--- src/rtl/fifo_flags.sv ---
// Synchronous FIFO with occupancy flags and sticky overflow/underflow error bits.
// Define FIFO_FWFT_EN for first-word-fall-through reads; default is a registered read.
module fifo_flags #(
  parameter int unsigned DATA_WIDTH      = 6,
  parameter int unsigned ADDR_WIDTH      = 2,
  parameter int unsigned ALMOST_FULL_TH  = 3,
  parameter int unsigned ALMOST_EMPTY_TH = 1
) (
  input  logic                  clk,
  input  logic                  reset,
  input  logic                  push,
  input  logic [DATA_WIDTH-1:0] data_in,
  input  logic                  pop,
  output logic [DATA_WIDTH-1:0] data_out,
  output logic                  valid_out,
  output logic                  full,
  output logic                  almost_full,
  output logic                  empty,
  output logic                  almost_empty,
  output logic [ADDR_WIDTH:0]   count,
  output logic                  error_overflow,
  output logic                  error_underflow
);

  localparam int unsigned DEPTH = 2 ** ADDR_WIDTH;
  localparam int unsigned CW    = ADDR_WIDTH + 1;

  localparam logic [CW-1:0]         DepthCnt = CW'(DEPTH);
  localparam logic [CW-1:0]         AfTh     = CW'(ALMOST_FULL_TH);
  localparam logic [CW-1:0]         AeTh     = CW'(ALMOST_EMPTY_TH);
  localparam logic [CW-1:0]         CntOne   = CW'(1);
  localparam logic [ADDR_WIDTH-1:0] PtrOne   = ADDR_WIDTH'(1);

  logic [DATA_WIDTH-1:0] mem_q [DEPTH];

  logic [ADDR_WIDTH-1:0] wr_ptr_q, wr_ptr_d;
  logic [ADDR_WIDTH-1:0] rd_ptr_q, rd_ptr_d;
  logic [CW-1:0]         count_q, count_d;
  logic                  ovf_q, ovf_d;
  logic                  unf_q, unf_d;
  logic                  push_ok, pop_ok;

  // Acceptance is judged on the registered count; a full FIFO still takes a
  // push when a pop frees a slot on the same edge.
  always_comb begin
    pop_ok   = pop && (count_q != '0);
    push_ok  = push && ((count_q != DepthCnt) || pop_ok);
    wr_ptr_d = push_ok ? wr_ptr_q + PtrOne : wr_ptr_q;
    rd_ptr_d = pop_ok ? rd_ptr_q + PtrOne : rd_ptr_q;
    count_d  = count_q;
    unique case ({push_ok, pop_ok})
      2'b10:   count_d = count_q + CntOne;
      2'b01:   count_d = count_q - CntOne;
      default: count_d = count_q;
    endcase
    ovf_d = ovf_q | (push & ~push_ok);
    unf_d = unf_q | (pop & ~pop_ok);
  end

  always_ff @(posedge clk) begin
    if (reset) begin
      wr_ptr_q <= '0;
      rd_ptr_q <= '0;
      count_q  <= '0;
      ovf_q    <= 1'b0;
      unf_q    <= 1'b0;
    end else begin
      wr_ptr_q <= wr_ptr_d;
      rd_ptr_q <= rd_ptr_d;
      count_q  <= count_d;
      ovf_q    <= ovf_d;
      unf_q    <= unf_d;
    end
  end

  // Storage is not reset; reset only blocks the write.
  always_ff @(posedge clk) begin
    if (!reset && push_ok) begin
      mem_q[wr_ptr_q] <= data_in;
    end
  end

  // Flags decode the count register only, never push/pop directly.
  always_comb begin
    empty           = (count_q == '0);
    full            = (count_q == DepthCnt);
    almost_full     = (count_q >= AfTh) && !full;
    almost_empty    = (count_q != '0) && (count_q <= AeTh);
    count           = count_q;
    error_overflow  = ovf_q;
    error_underflow = unf_q;
  end

`ifdef FIFO_FWFT_EN
  always_comb begin
    data_out  = empty ? '0 : mem_q[rd_ptr_q];
    valid_out = !empty;
  end
`else
  logic [DATA_WIDTH-1:0] data_out_q, data_out_d;
  logic                  valid_out_q, valid_out_d;

  always_comb begin
    data_out_d  = pop_ok ? mem_q[rd_ptr_q] : data_out_q;
    valid_out_d = pop_ok;
  end

  always_ff @(posedge clk) begin
    if (reset) begin
      data_out_q  <= '0;
      valid_out_q <= 1'b0;
    end else begin
      data_out_q  <= data_out_d;
      valid_out_q <= valid_out_d;
    end
  end

  always_comb begin
    data_out  = data_out_q;
    valid_out = valid_out_q;
  end
`endif

endmodule

--- config.mk ---
export PLATFORM = sky130hd
export DESIGN_NAME = fifo_flags
export DESIGN_NICKNAME = d
export VERILOG_FILES = /design/src/rtl/fifo_flags.sv
export SDC_FILE = /design/constraint.sdc
export NUM_CORES = 1
export LEC_CHECK = 0
export ABC_AREA = 1
export CAP_MARGIN = 20
export CORE_ASPECT_RATIO = 0.7
export CORE_MARGIN = 3
export CORE_UTILIZATION = 40
export CTS_BUF_LIST = sky130_fd_sc_hd__clkbuf_16
export CTS_CLUSTER_SIZE = 30
export DETAILED_ROUTE_END_ITERATION = 10
export GPL_ROUTABILITY_DRIVEN = 0
export PLACE_DENSITY = 0.6
export SETUP_SLACK_MARGIN = 0.05
export SLEW_MARGIN = 20
export SYNTH_ARGS = -nofsm -noshare
export SYNTH_HDL_FRONTEND = slang
export SYNTH_SLANG_ARGS = --single-unit
--- constraint.sdc ---
create_clock -name clk -period 1.8 [get_ports clk]
set_input_delay 0.36 -clock clk [delete_from_list [all_inputs] [get_ports clk]]
set_output_delay 0.36 -clock clk [all_outputs]
set_load 0.02 [all_outputs]
==> out/metrics.cfg, run 1 <==
[clock_tree]
cts_tree=done
h-tree-depth=2
cts_made_buffers=5
path_clk_slew_ns=0.06
cts_buffer_depth=2
clock_latency_ns=0.28
cts_root_buf=clkbuf_16
cts.sinks=40

[synth]
synthCells=188
synth_area_leaders=edfxtp_1 (40%), dfxtp_1 (18%), nor2_1 (9.7%), ha_1 (5.6%), inv_1 (5.1%)
postSynthAreaPerCell_sq_um=9.48
ys_warn_count=0
synth.top_cell.area_share_pct=40.4
yosysTopAreaCell=edfxtp_1
synth.top_cells.by_count=nor2_1 (46), edfxtp_1 (24), inv_1 (24)
synth_area_sq_mm=0.00178
syn_nets=206
yosys_most_used_dff=edfxtp_1
yosys_register_bits=40
yosys.cell_count.top_type=nor2_1
ys_seq_area_share_pct=58.4
synth_cell_type_count=22
synth_edf_count=24
async_flop_share_pct=0

[die]
dieArea_sq_mm=0.00531
start_util_pct=43.6
core_area_sq_mm=0.00409
num_rows=19
die_w_microns=85.8
die_h_microns=61.9
top_level_ports=26

[grt]
grt_pass1_vias=1338
antenna_found_initial=0
grt_max_degree=14
grt.overflow.total=0
globalRouteTotalUtil_pct=15.9
grt_pass1_wl_microns=6240

[timing]
post-route-period-util_pct=94.1
hold_viol=0
tns_ns=0
fin_skew_ns=0.00410
period_minus_slack_ns=1.69
setup_viol=0
worst_slack_ns=0.106
relSlewSlack_pct=70.5
tightest_slew_ns=0.442
fmax_mhz=590
rsz0062_at_grt=yes
slew_violations=0

[placed_design]
pre_cts_ws_ns=-0.0888
port-buffer-count=25
hpwl_microns=2860

[layout]
synthToLayoutAreaGrowth_pct=34.8
diodes=0
nets=256
nFillCells=364
drive_above_1_share_pct=20.1

[route]
dr_total_vias=1402
initialDrtViolationCount=88
ant_nets=0
drc=0
first_pass_iters=4
wl_per_cell_microns=13.1
wl_microns=3820
avgViaCountPerCell=4.82

[hold_path]
hold_class=reg2reg
min_path_cells=1

[worst_setup_path]
end_kind=output pin
crit_type=reg2out
cp_max_fo=3
cp_data_arrival_time_ns=1.33
crit_path_start_kind=flip-flop
cp.required_ns=1.44
r2r_cells=8

[pwr]
ir_drop_mv=0.688
leakage_uw=0.00105
p_per_area_mw_per_mm2=1280

[run_status]
status=finished, final reports clean

[flow_run]
drv_cap=0

worst max-delay path, stage by stage, from the launching register on:
cell and delay (ns):
dfxtp_2 0.34, buf_4 0.12, clkdlybuf4s50_1 0.60
timing repair:
action,CTS,global route
endpoints found under the setup margin,17,32
gates resized for setup,18,6
buffers inserted,0,2
hold buffers,0,0
pin swaps,0,1
path summary, 6_finish.rpt:
| check | from | end | slack (ns) |
|---|---|---|---|
| max | count[1]$_SDFFE_PP0P_ | count[1] | 0.11 |
| min | error_overflow$_SDFF_PP0_ | error_overflow$_SDFF_PP0_ | 0.46 |
| max reg2reg | count[0]$_SDFFE_PP0P_ | mem_q[3][2]$_DFFE_PP_ | 0.17 |
| min reg2reg | error_overflow$_SDFF_PP0_ | error_overflow$_SDFF_PP0_ | 0.46 |
registers in the layout, summed over array words and instances, names as in the netlist:
| signal | flops |
|---|---|
| data_out | 6 |
| count | 3 |
| error_overflow | 1 |
| rd_ptr_q | 2 |
| error_underflow | 1 |
| mem_q | 24 |
| valid_out | 1 |
| wr_ptr_q | 2 |
cell type report:
type	count	area, sq um	share of cell area [%]
Inverter	26	97.6	4.06
Multi-Input combinational cell	117	632	26.3
Sequential cell	40	1040	43.4
Tap cell	52	65.1	2.71
Clock buffer	5	125	5.21
Timing Repair Buffer	48	402	16.7
Clock inverter	3	38.8	1.61
metal layers:
layer | part of all wire (%) | track usage [%]
met1 | 47 | 20.4
met2 | 46 | 25.3
met3 | 5.8 | 4.87
met4 | 1.4 | 6.77
met5 | 0 | 0
report_power, final:
part	total (uW)	internal, uW	switching (uW)
sequential	1120	1060	54.9
combinational	983	428	555
clock	973	645	327
per-stage QoR:
stage / instances / hold slack [ns] / util, % / power [uW] / instance area [sq um]
final: 291 / 0.464 / 58.8 / 3070 / 2400
after global routing: 291 / 0.498 / 58.8 / 3230 / 2400
after CTS: 289 / 0.471 / 58.3 / 3090 / 2380
after detailed placement: 281 / 0.457 / 54.4 / 2130 / 2230
after global placement: 281 / 0.454 / 54.4 / 2100 / 2230
after floorplan: 188 / 0.459 / - / 1680 / 1790
layout by cell type (no fill, tap or decap):
master           count
nor2_2               1
clkbuf_2             1
clkinv_1             1
dfxtp_2              2
o21ai_0             14
buf_2                3
bufinv_16            1
nand2_1             22
ha_2                 1
inv_2                1
clkdlybuf4s50_1     20
nor3_1               1
clkbuf_16            5
o21a_1               2
nand4_1              1
edfxtp_1            24
nor2_1              45
a21oi_2              1
nand2_2              2
inv_1               25
nor3b_2              1
ha_1                 7
a21oi_1              4
nand3_1              4
o211ai_1             6
nand3_2              4
dfxtp_1             14
a21oi_4              1
buf_4               23
dlygate4sd2_1        1
clkinv_2             1
cells by family (layout without fill, tap and decap cells):
family,count (synthesis),count (layout),share of synthesized area [%]
compound gates,28,28,9.61
fa+ha+maj,8,8,5.61
flops,40,40,58.4
buf+inv,31,82,7.37
simple gates,81,81,19.0
(Power assumes the default switching activity.)
==> run 2, diff against run 1 <==
==> constraint.sdc (replaced) <==
create_clock -name clk -period 1.95 [get_ports clk]
set_input_delay 0.39 -clock clk [delete_from_list [all_inputs] [get_ports clk]]
set_output_delay 0.39 -clock clk [all_outputs]
set_load 0.02 [all_outputs]
==> out/metrics.cfg, run 2 (synthesis gave the netlist of run 1 again) <==
[placed_design]
dp.cells=273
hpwl_microns=2770
port-buffer-count=25

[route]
avgViaCountPerCell=4.91
wl_per_cell_microns=13.5
drc=0
dr_total_vias=1380
initialDrtViolationCount=107
first_pass_iters=4
ant_nets=0
wl_microns=3810

[clock_tree]
cts_root_buf=clkbuf_16
cts_made_buffers=5
cts_setup_buffers=0
path_clk_slew_ns=0.05
h-tree-depth=2
cts_buffer_depth=2
cts_tree=done
clock_latency_ns=0.27
cts.sinks=40

[die]
die_h_microns=61.9
start_util_pct=43.6
die_w_microns=85.8
top_level_ports=26
core_area_sq_mm=0.00409
dieArea_sq_mm=0.00531
num_rows=19

[pwr]
ir_drop_mv=0.519
seqPwrFrac_pct=39.5
power.share.combinational_pct=32.0
leakage_uw=0.00100
switching_share_pct=31.7
p_per_area_mw_per_mm2=1140
internal-power_uw=1800
netSwitchingPower_uw=832
p_clk_share_pct=28.5

[worst_setup_path]
cp.required_ns=1.56
cpPeakStageDelay_ns=0.34
end_kind=output pin
crit_path_start_kind=flip-flop
cpMostUsedCell=inv_1
critPathSlowestCell=dfxtp_2
crit_type=reg2out
cp_data_arrival_time_ns=1.44
cp_max_fo=5
cp_cell_sequence=inv_1, ha_4, buf_4, nand2_2, inv_1, clkdlybuf4s15_2

[grt]
grt_max_degree=14
antenna_found_initial=0
globalRouteTotalUtil_pct=15.9
grt_pass1_wl_microns=6270
grt_pass1_vias=1305
grt.overflow.total=0

[layout]
final_cell_mix=nor2_1 (46), inv_1 (25), edfxtp_1 (24)
nFillCells=351
fin_util_pct=56.5
nets=246
drive_above_1_share_pct=13.5
regMostFlops=mem_q
synthToLayoutAreaGrowth_pct=29.5
diodes=0
layout_commonest_cell=nor2_1
finalNonFillerCells=281
largest_register_ffs=24

[hold_path]
hold_class=reg2reg

[timing]
rsz0062_at_grt=no
slew_violations=0
hold_viol=0
period_minus_slack_ns=1.83
fmax_mhz=547
post-route-period-util_pct=93.8
fin_skew_ns=0.00578
relSlewSlack_pct=69.8
tightest_slew_ns=0.453
setup_viol=0

[run_status]
status=finished, final reports clean

[flow_run]
drv_cap=0

-- run 2: worst paths after layout --
check | slack [ns] | from | to | cells after the start
setup / recovery | 0.12 | count[1]$_SDFFE_PP0P_ | empty | 6
setup reg to reg | 0.31 | count[1]$_SDFFE_PP0P_ | mem_q[0][3]$_DFFE_PP_ | 7
hold reg to reg | 0.46 | error_overflow$_SDFF_PP0_ | error_overflow$_SDFF_PP0_ | 1
hold / removal | 0.46 | error_overflow$_SDFF_PP0_ | error_overflow$_SDFF_PP0_ | 1
-- run 2: layout make-up --
type / count / area (sq um) / area share [%]
inverter: 26 / 97.6 / 4.23
sequential: 40 / 1040 / 45.2
timing repair buffer: 38 / 342 / 14.8
clock buffer: 5 / 125 / 5.42
multi-input combinational: 117 / 623 / 27.0
clock inverter: 3 / 12.5 / 0.542
tap: 52 / 65.1 / 2.82
-- run 2: layer usage --
metal | part of all wire, % | GRT usage, % | vias up
li1 | - | - | 693
met3 | 5.5 | 4.74 | 2
met5 | 0 | 0 | -
met2 | 46 | 25.7 | 39
met4 | 0.42 | 5.87 | 0
met1 | 48 | 20.8 | 646
-- run 2: metrics by stage --
stage          hold slack (ns)  setup slack, ns  instance area, sq um  TNS [ns]  power (uW)
3_3_place_gp             0.449           0.0521                  2160         0        1860
4_1_cts                  0.465           0.0314                  2300         0        2630
2_1_floorplan            0.489           0.0832                  1780         0        1550
3_5_place_dp             0.453          -0.0294                  2160   -0.0294        1900
6_report                 0.463            0.121                  2310         0        2630
5_1_grt                  0.481           0.0538                  2310         0        2800
-- run 2: critical path: cells and delay by family, from the launching register on --
kind,cells,cell delay (ns)
buf+inv,4,0.53
flops,1,0.34
fa+ha+maj,1,0.18
simple gates,1,0.11
-- run 2: timing repair --
item / CTS / global route
hold buffers: 0 / 0
gates resized for setup: 9 / 4
endpoints found under the setup margin: 4 / 3
-- run 2: power groups by stage --
stage / clock (uW) / sequential, uW / combinational (uW)
3_3_place_gp: 0 / 1050 / 817
2_1_floorplan: 0 / 1110 / 439
6_report: 749 / 1040 / 840
3_5_place_dp: 0 / 1050 / 844
4_1_cts: 764 / 1040 / 832
5_1_grt: 813 / 1050 / 937
